`src/rtl/libv_deque_pkg.sv`:
```
// Shared types for the libv deque: command encodings and index-arithmetic selects.
package libv_deque_pkg;

  typedef enum logic [2:0] {
    PushFront = 3'd0,
    PopFront  = 3'd1,
    PushBack  = 3'd2,
    PopBack   = 3'd3,
    Flush     = 3'd4
  } mc_cmd_t;

  typedef enum logic [1:0] {
    IdxInc = 2'd0,
    IdxDec = 2'd1,
    IdxAdd = 2'd2
  } idx_op_t;

  function automatic logic is_push(mc_cmd_t op);
    return (op == PushFront) || (op == PushBack);
  endfunction

  function automatic logic is_pop(mc_cmd_t op);
    return (op == PopFront) || (op == PopBack);
  endfunction

endpackage

```
`src/rtl/libv_deque_mc_if.sv`:
```
// Command/response/status bundle between a libv stage and the multi-command deque.
interface libv_deque_mc_if
  import libv_deque_pkg::*;
#(
  parameter int W = 32,
  parameter int N = 8
);
  logic                     cmd_vld;
  mc_cmd_t                  cmd_op;
  logic [W-1:0]             cmd_push_data;
  logic                     rsp_vld;
  logic                     rsp_err;
  logic [W-1:0]             rsp_data;
  logic                     empty;
  logic                     full;
  logic                     almost_full;
  logic [$clog2(N+1)-1:0]   count;

  modport master (
    output cmd_vld, cmd_op, cmd_push_data,
    input  rsp_vld, rsp_err, rsp_data, empty, full, almost_full, count
  );

  modport slave (
    input  cmd_vld, cmd_op, cmd_push_data,
    output rsp_vld, rsp_err, rsp_data, empty, full, almost_full, count
  );
endinterface

```
`src/rtl/libv_mod_ctr_idx.sv`:
```
// Combinational modulo-N index step: increment, decrement, or add an offset in 0..N.
module libv_mod_ctr_idx
  import libv_deque_pkg::*;
#(
  parameter int N = 8
) (
  input  idx_op_t                  op,
  input  logic [$clog2(N)-1:0]     idx,
  input  logic [$clog2(N+1)-1:0]   off,
  output logic [$clog2(N)-1:0]     res
);
  localparam int IW = $clog2(N);
  localparam int CW = $clog2(N+1);

  // idx + off never exceeds 2N-1, so one conditional subtract is enough
  logic [CW:0] sum;

  always_comb begin
    res = idx;
    sum = '0;
    case (op)
      IdxInc: res = (idx == IW'(N-1)) ? '0 : idx + IW'(1);
      IdxDec: res = (idx == '0) ? IW'(N-1) : idx - IW'(1);
      IdxAdd: begin
        sum = (CW+1)'(idx) + (CW+1)'(off);
        res = (sum >= (CW+1)'(N)) ? IW'(sum - (CW+1)'(N)) : IW'(sum);
      end
      default: res = idx;
    endcase
  end
endmodule

```
`src/rtl/libv_deque_mc.sv`:
```
// Double-ended queue with one push/pop/flush command per cycle and a registered response.
module libv_deque_mc
  import libv_deque_pkg::*;
#(
  parameter int W         = 32,
  parameter int N         = 8,
  parameter int AF_THRESH = N-1
) (
  input logic             clk,
  input logic             rst,
  libv_deque_mc_if.slave  bus
);
  localparam int IW = $clog2(N);
  localparam int CW = $clog2(N+1);

  logic [W-1:0]  mem [N];
  logic [IW-1:0] f_q, f_nxt, f_step, back_addr, wr_addr, rd_addr;
  logic [CW-1:0] c_q, c_nxt, back_off;
  idx_op_t       f_op;
  logic          we, rd_en, rej, is_full;

  logic          rsp_vld_q, rsp_err_q, empty_q, full_q, af_q;
  logic [W-1:0]  rsp_data_q;

  assign is_full = (c_q == CW'(N));

  always_comb begin
    f_op     = (bus.cmd_op == PushFront) ? IdxDec : IdxInc;
    back_off = (bus.cmd_op == PopBack && c_q != '0) ? c_q - CW'(1) : c_q;
  end

  libv_mod_ctr_idx #(.N(N)) u_front (
    .op  (f_op),
    .idx (f_q),
    .off (c_q),
    .res (f_step)
  );

  // Back slot: (f+c) for push, (f+c-1) for pop
  libv_mod_ctr_idx #(.N(N)) u_back (
    .op  (IdxAdd),
    .idx (f_q),
    .off (back_off),
    .res (back_addr)
  );

  always_comb begin
    f_nxt   = f_q;
    c_nxt   = c_q;
    we      = 1'b0;
    rd_en   = 1'b0;
    wr_addr = f_q;
    rd_addr = f_q;
    rej     = bus.cmd_vld && ((is_push(bus.cmd_op) && is_full) ||
                              (is_pop(bus.cmd_op) && c_q == '0));
    if (bus.cmd_vld && !rej) begin
      case (bus.cmd_op)
        PushFront: begin
          f_nxt   = f_step;
          wr_addr = f_step;
          we      = 1'b1;
          c_nxt   = c_q + CW'(1);
        end
        PushBack: begin
          wr_addr = back_addr;
          we      = 1'b1;
          c_nxt   = c_q + CW'(1);
        end
        PopFront: begin
          rd_addr = f_q;
          rd_en   = 1'b1;
          f_nxt   = f_step;
          c_nxt   = c_q - CW'(1);
        end
        PopBack: begin
          rd_addr = back_addr;
          rd_en   = 1'b1;
          c_nxt   = c_q - CW'(1);
        end
        Flush: begin
          f_nxt = '0;
          c_nxt = '0;
        end
        default: ;
      endcase
    end
  end

  // Registered state, response and status (status follows next-state occupancy)
  always_ff @(posedge clk or negedge rst) begin
    if (!rst) begin
      f_q        <= '0;
      c_q        <= '0;
      rsp_vld_q  <= 1'b0;
      rsp_err_q  <= 1'b0;
      rsp_data_q <= '0;
      empty_q    <= 1'b1;
      full_q     <= 1'b0;
      af_q       <= 1'b0;
    end else begin
      f_q        <= f_nxt;
      c_q        <= c_nxt;
      rsp_vld_q  <= bus.cmd_vld;
      rsp_err_q  <= rej;
      rsp_data_q <= rd_en ? mem[rd_addr] : '0;
      empty_q    <= (c_nxt == '0);
      full_q     <= (c_nxt == CW'(N));
      af_q       <= (c_nxt >= CW'(AF_THRESH));
    end
  end

  always_ff @(posedge clk) begin
    if (we) mem[wr_addr] <= bus.cmd_push_data;
  end

  assign bus.rsp_vld     = rsp_vld_q;
  assign bus.rsp_err     = rsp_err_q;
  assign bus.rsp_data    = rsp_data_q;
  assign bus.empty       = empty_q;
  assign bus.full        = full_q;
  assign bus.almost_full = af_q;
  assign bus.count       = c_q;
endmodule
```
`src/flat_wrapper.sv`:
```
// flat-port wrapper written by rule: the top's interface ports become plain ports
module libv_deque_mc_flat import libv_deque_pkg::*;
#(
  parameter int W         = 32,
  parameter int N         = 8,
  parameter int AF_THRESH = N-1
)
  (clk, rst, bus_cmd_vld, bus_cmd_op, bus_cmd_push_data, bus_rsp_vld, bus_rsp_err, bus_rsp_data, bus_empty, bus_full, bus_almost_full, bus_count);
  libv_deque_mc_if #(.W(W), .N(N)) bus_i ();
  input logic clk;
  input logic rst;
  input wire logic [$bits(bus_i.cmd_vld)-1:0] bus_cmd_vld;
  input wire logic [$bits(bus_i.cmd_op)-1:0] bus_cmd_op;
  input wire logic [$bits(bus_i.cmd_push_data)-1:0] bus_cmd_push_data;
  output wire logic [$bits(bus_i.rsp_vld)-1:0] bus_rsp_vld;
  output wire logic [$bits(bus_i.rsp_err)-1:0] bus_rsp_err;
  output wire logic [$bits(bus_i.rsp_data)-1:0] bus_rsp_data;
  output wire logic [$bits(bus_i.empty)-1:0] bus_empty;
  output wire logic [$bits(bus_i.full)-1:0] bus_full;
  output wire logic [$bits(bus_i.almost_full)-1:0] bus_almost_full;
  output wire logic [$bits(bus_i.count)-1:0] bus_count;
  assign bus_i.cmd_vld = bus_cmd_vld;
  assign bus_i.cmd_op = bus_cmd_op;
  assign bus_i.cmd_push_data = bus_cmd_push_data;
  assign bus_rsp_vld = bus_i.rsp_vld;
  assign bus_rsp_err = bus_i.rsp_err;
  assign bus_rsp_data = bus_i.rsp_data;
  assign bus_empty = bus_i.empty;
  assign bus_full = bus_i.full;
  assign bus_almost_full = bus_i.almost_full;
  assign bus_count = bus_i.count;
  libv_deque_mc #(.W(W), .N(N), .AF_THRESH(AF_THRESH)) u_core (.clk(clk), .rst(rst), .bus(bus_i));
endmodule
```
`config.mk`:
```
export PLATFORM = sky130hd
export DESIGN_NAME = libv_deque_mc_flat
export DESIGN_NICKNAME = d
export VERILOG_FILES = /design/src/rtl/libv_deque_pkg.sv /design/src/rtl/libv_deque_mc_if.sv /design/src/rtl/libv_mod_ctr_idx.sv /design/src/rtl/libv_deque_mc.sv /design/src/flat_wrapper.sv
export SDC_FILE = /design/constraint.sdc
export NUM_CORES = 1
export LEC_CHECK = 0
export ABC_CLOCK_PERIOD_IN_PS = 5100
export BUFFER_PORTS_ARGS = -buffer_cell sky130_fd_sc_hd__clkbuf_2
export CELL_PAD_IN_SITES_DETAIL_PLACEMENT = 0
export CELL_PAD_IN_SITES_GLOBAL_PLACEMENT = 1
export CORE_MARGIN = 3
export CORE_UTILIZATION = 35
export DETAILED_ROUTE_END_ITERATION = 8
export PLACE_DENSITY = 0.56
export SLEW_MARGIN = 20
export SYNTH_ARGS = -nofsm -noshare
export SYNTH_HDL_FRONTEND = slang
export SYNTH_SLANG_ARGS = --single-unit
export TNS_END_PERCENT = 10
```
`constraint.sdc`:
```
create_clock -name clk -period 5.1 [get_ports clk]
set_input_delay 0.765 -clock clk [delete_from_list [all_inputs] [get_ports clk]]
set_output_delay 0.765 -clock clk [all_outputs]
set_load 0.05 [all_outputs]
```
==> summary.md <==
| Metric | Value |
|---|---|
| Initial DRC Count | `344` |
| Layout fillers | `3009` |
| Tcrit/Tclk final | `83.3%` |
| First-pass GRT wire length | `40800 microns` |
| All-layer global routing usage | `14.6%` |
| TritonRoute pass-1 iters | `4` |
| Total CTS buffers | `34` |
| Root buffer cell | `clkbuf_16` |
| Crit path max fanout | `23` |
| Clock sink total | `300` |
| Synth Instances | `709` |
| Antenna Nets Post-Route | `0` |
| Yosys top cell area share | `63.7%` |
| CP Launch Type | `flip-flop` |
| Crit. End Element | `flip-flop` |
| Fin Hold WS | `0.395 ns` |
| Avg Cell Area, Syn | `17.0 sq um` |
| Final setup fails | `0` |
| Post-CTS Hold Fix Bufs | `0` |
| Slew margin rel. | `30.6%` |
| Worst hold path type | `in -> async` |
| Clk pin slew, worst setup/hold paths | `0.06 ns` |
| Area delta synth->final | `17.2%` |
| CTS max path bufs | `3` |
| GPL Wtd Cong | `0.768` |
| Power Total | `7.62 mW` |
| Vias in the first global route | `6712` |
| CTS tree | `built` |
| Vias | `6266` |
| Area of the multi-input gates | `3040 sq um` |
| Number of synthesized flops with an enable pin | `256` |
| CP Data Arrival Time | `4.47 ns` |
| Skew final | `0.0182 ns` |
| Overall routed net length | `26500 microns` |
| Worst endpoint required time | `5.32 ns` |
| YS warnings | `0` |
| Grt total ovfl | `0` |
| Max rail drop VDD | `0.344 mV` |
| Min Tclk post-route | `4.25 ns` |
| Final Max Slew Viols | `0` |
| Largest net degree at the start of global routing | `64` |
| Die H | `192 microns` |
| Leading area contributor after synthesis | `edfxtp_1` |
| IO Port Bufs | `78` |
| P_leak | `5.51 nW` |
| Status | `finished clean` |
| Asr flop ratio synth | `14.7%` |
| Post-Syn Area | `12100 sq um` |
| HPWL Detailed | `15300 microns` |
| Initial Utilization | `35.7%` |
| Leading cell types in the layout, fill and taps excluded | `edfxtp_1, mux2i_1, nand2_1` |
| Die area | `36700 sq um` |
| Fmax | `236 MHz` |
| Ports | `79` |
| Synth unique cells | `51` |
| Seq cells post-synth | `300` |
| Core region area | `33800 sq um` |
| Sequential Area | `8790 sq um` |
| # Max-Cap Violations | `0` |
| Setup CP Type | `reg -> reg` |
| Commonest non-fill, non-tap cell in the layout | `edfxtp_1` |
| Worst skew pair latency | `0.51 ns` |
| Antenna diodes | `0` |
| P per Cell Area | `539 nW/um^2` |
| TNS Setup | `0 ns` |
| Number of setup buffers added after CTS | `0` |
| Final hold vios | `0` |
| Mapped Nets | `756` |
| Drc violations | `0` |
| Total Nets Final | `855` |
| # resized after CTS | `0` |
| Vias per cell | `4.89` |
| Die W | `192 microns` |
| Initial antenna violation count | `0` |
| RSZ-0062 raised after global routing | `no` |
| Top cells by area, synth | `edfxtp_1, mux2i_1, dfrtp_1` |
| Share of cells above drive strength 1 | `19.9%` |
| Synth Flop Type | `edfxtp_1` |
| Row count | `67` |
| Worst slew pin tran | `1.04 ns` |
| H-Tree Depth | `2` |
| Final cell count without fillers | `1281` |
| Reg-to-reg slack, setup | `0.85 ns` |
| WL per Instance | `20.7 microns` |
| Placed cells | `1220` |
| Sequential share of the synthesized area | `72.9%` |
==> synthesized netlist by cell type, types with 2 or more instances <==
| cell | n |
|---|---|
| buf_6 | 5 |
| mux2_2 | 3 |
| a32o_1 | 32 |
| nand3_1 | 3 |
| o21ai_0 | 8 |
| xnor2_1 | 3 |
| a31oi_1 | 2 |
| buf_4 | 5 |
| dfrtp_1 | 43 |
| edfxtp_1 | 256 |
| nor3b_1 | 2 |
| clkbuf_1 | 12 |
| and3b_1 | 2 |
| buf_2 | 4 |
| mux2i_1 | 166 |
| nor3_1 | 5 |
| nor2_1 | 14 |
| buf_8 | 7 |
| nand2_1 | 79 |
| buf_12 | 2 |
| nor4b_1 | 3 |
| a21oi_1 | 7 |
| inv_1 | 5 |
| nand2b_1 | 5 |
| ha_1 | 8 |
| nor2b_1 | 3 |
==> cell families after synthesis <==
logic type               count (synthesis)  synth area share [%]
AO/OA/AOI/OAI                           60                  4.11
buffers and inverters                   40                  2.68
adder cells (fa/ha/maj)                  9                 0.996
multiplexers                           170                  14.2
XOR/XNOR                                 4                 0.290
AND/OR/NAND/NOR                        126                  4.84
flip-flops                             300                  72.9
==> where the power goes <==
part / switching [mW] / internal (mW)
Clock: 0.948 / 1.43
Combinational: 1.42 / 0.848
Sequential: 0.105 / 2.86
Total: 2.48 / 5.14
==> stage by stage <==
step / utilization (%) / setup slack, ns / cell area [sq um]
after floorplan: - / 0.327 / 12100
after global placement: 38.6 / 0.653 / 13100
after detailed placement: 38.6 / 0.603 / 13100
after CTS: 41.9 / 0.797 / 14100
after global routing: 41.9 / 0.473 / 14100
final: 41.9 / 0.854 / 14100
==> critical path: stages, from the launching register on <==
cell and delay, ns:
dfrtp_1 0.45, inv_1 0.16, ha_1 0.20, nor3b_1 0.33, nor3_1 0.14, xnor2_1 0.17, ha_1 0.21, fa_1 0.47
nor4bb_1 0.16, mux2i_1 0.20, o211ai_1 0.33, nor2_4 0.82, buf_4 0.28
==> sequential cells by signal (all words and copies together), names as in the netlist <==
signal / flops
u_core.f_q: 3
u_core.bus.count: 4
u_core.mem: 256
u_core.bus.rsp_err: 1
u_core.bus.rsp_data: 32
u_core.bus.empty: 1
u_core.bus.almost_full: 1
u_core.bus.full: 1
u_core.bus.rsp_vld: 1
==> layout make-up <==
class                   count  area share, %
multi-input cells         369           21.5
flip-flops and latches    300           62.1
well taps                 448           3.96
inverters                   5          0.133
clock inverters            18           1.27
repair buffers             98           4.53
clock buffers              43           6.47
==> per-layer routing <==
metal	up-vias	GRT usage [%]	share of wire (%)
met5	-	0	0
met2	128	24.4	48
li1	2931	-	-
met3	39	2.56	4.2
met4	0	3.84	1.8
met1	3168	19.9	46
==> path summary, 6_finish.rpt <==
check                                               from                           endpoint  depth (start not counted)
setup / recovery           u_core.bus.count[0]$_DFF_PN0_        u_core.mem[0][26]$_DFFE_PP_                         12
hold / removal                                       rst      u_core.bus.count[3]$_DFF_PN0_                          2
setup reg to reg           u_core.bus.count[0]$_DFF_PN0_        u_core.mem[0][26]$_DFFE_PP_                         12
hold reg to reg              u_core.mem[1][16]$_DFFE_PP_  u_core.bus.rsp_data[16]$_DFF_PN0_                          3
max in group asynchronous                            rst  u_core.bus.rsp_data[14]$_DFF_PN0_                          2
min in group clk                             bus_cmd_vld       u_core.bus.rsp_vld$_DFF_PN0_                          1
No activity file was read; power rests on OpenSTA's default activity.
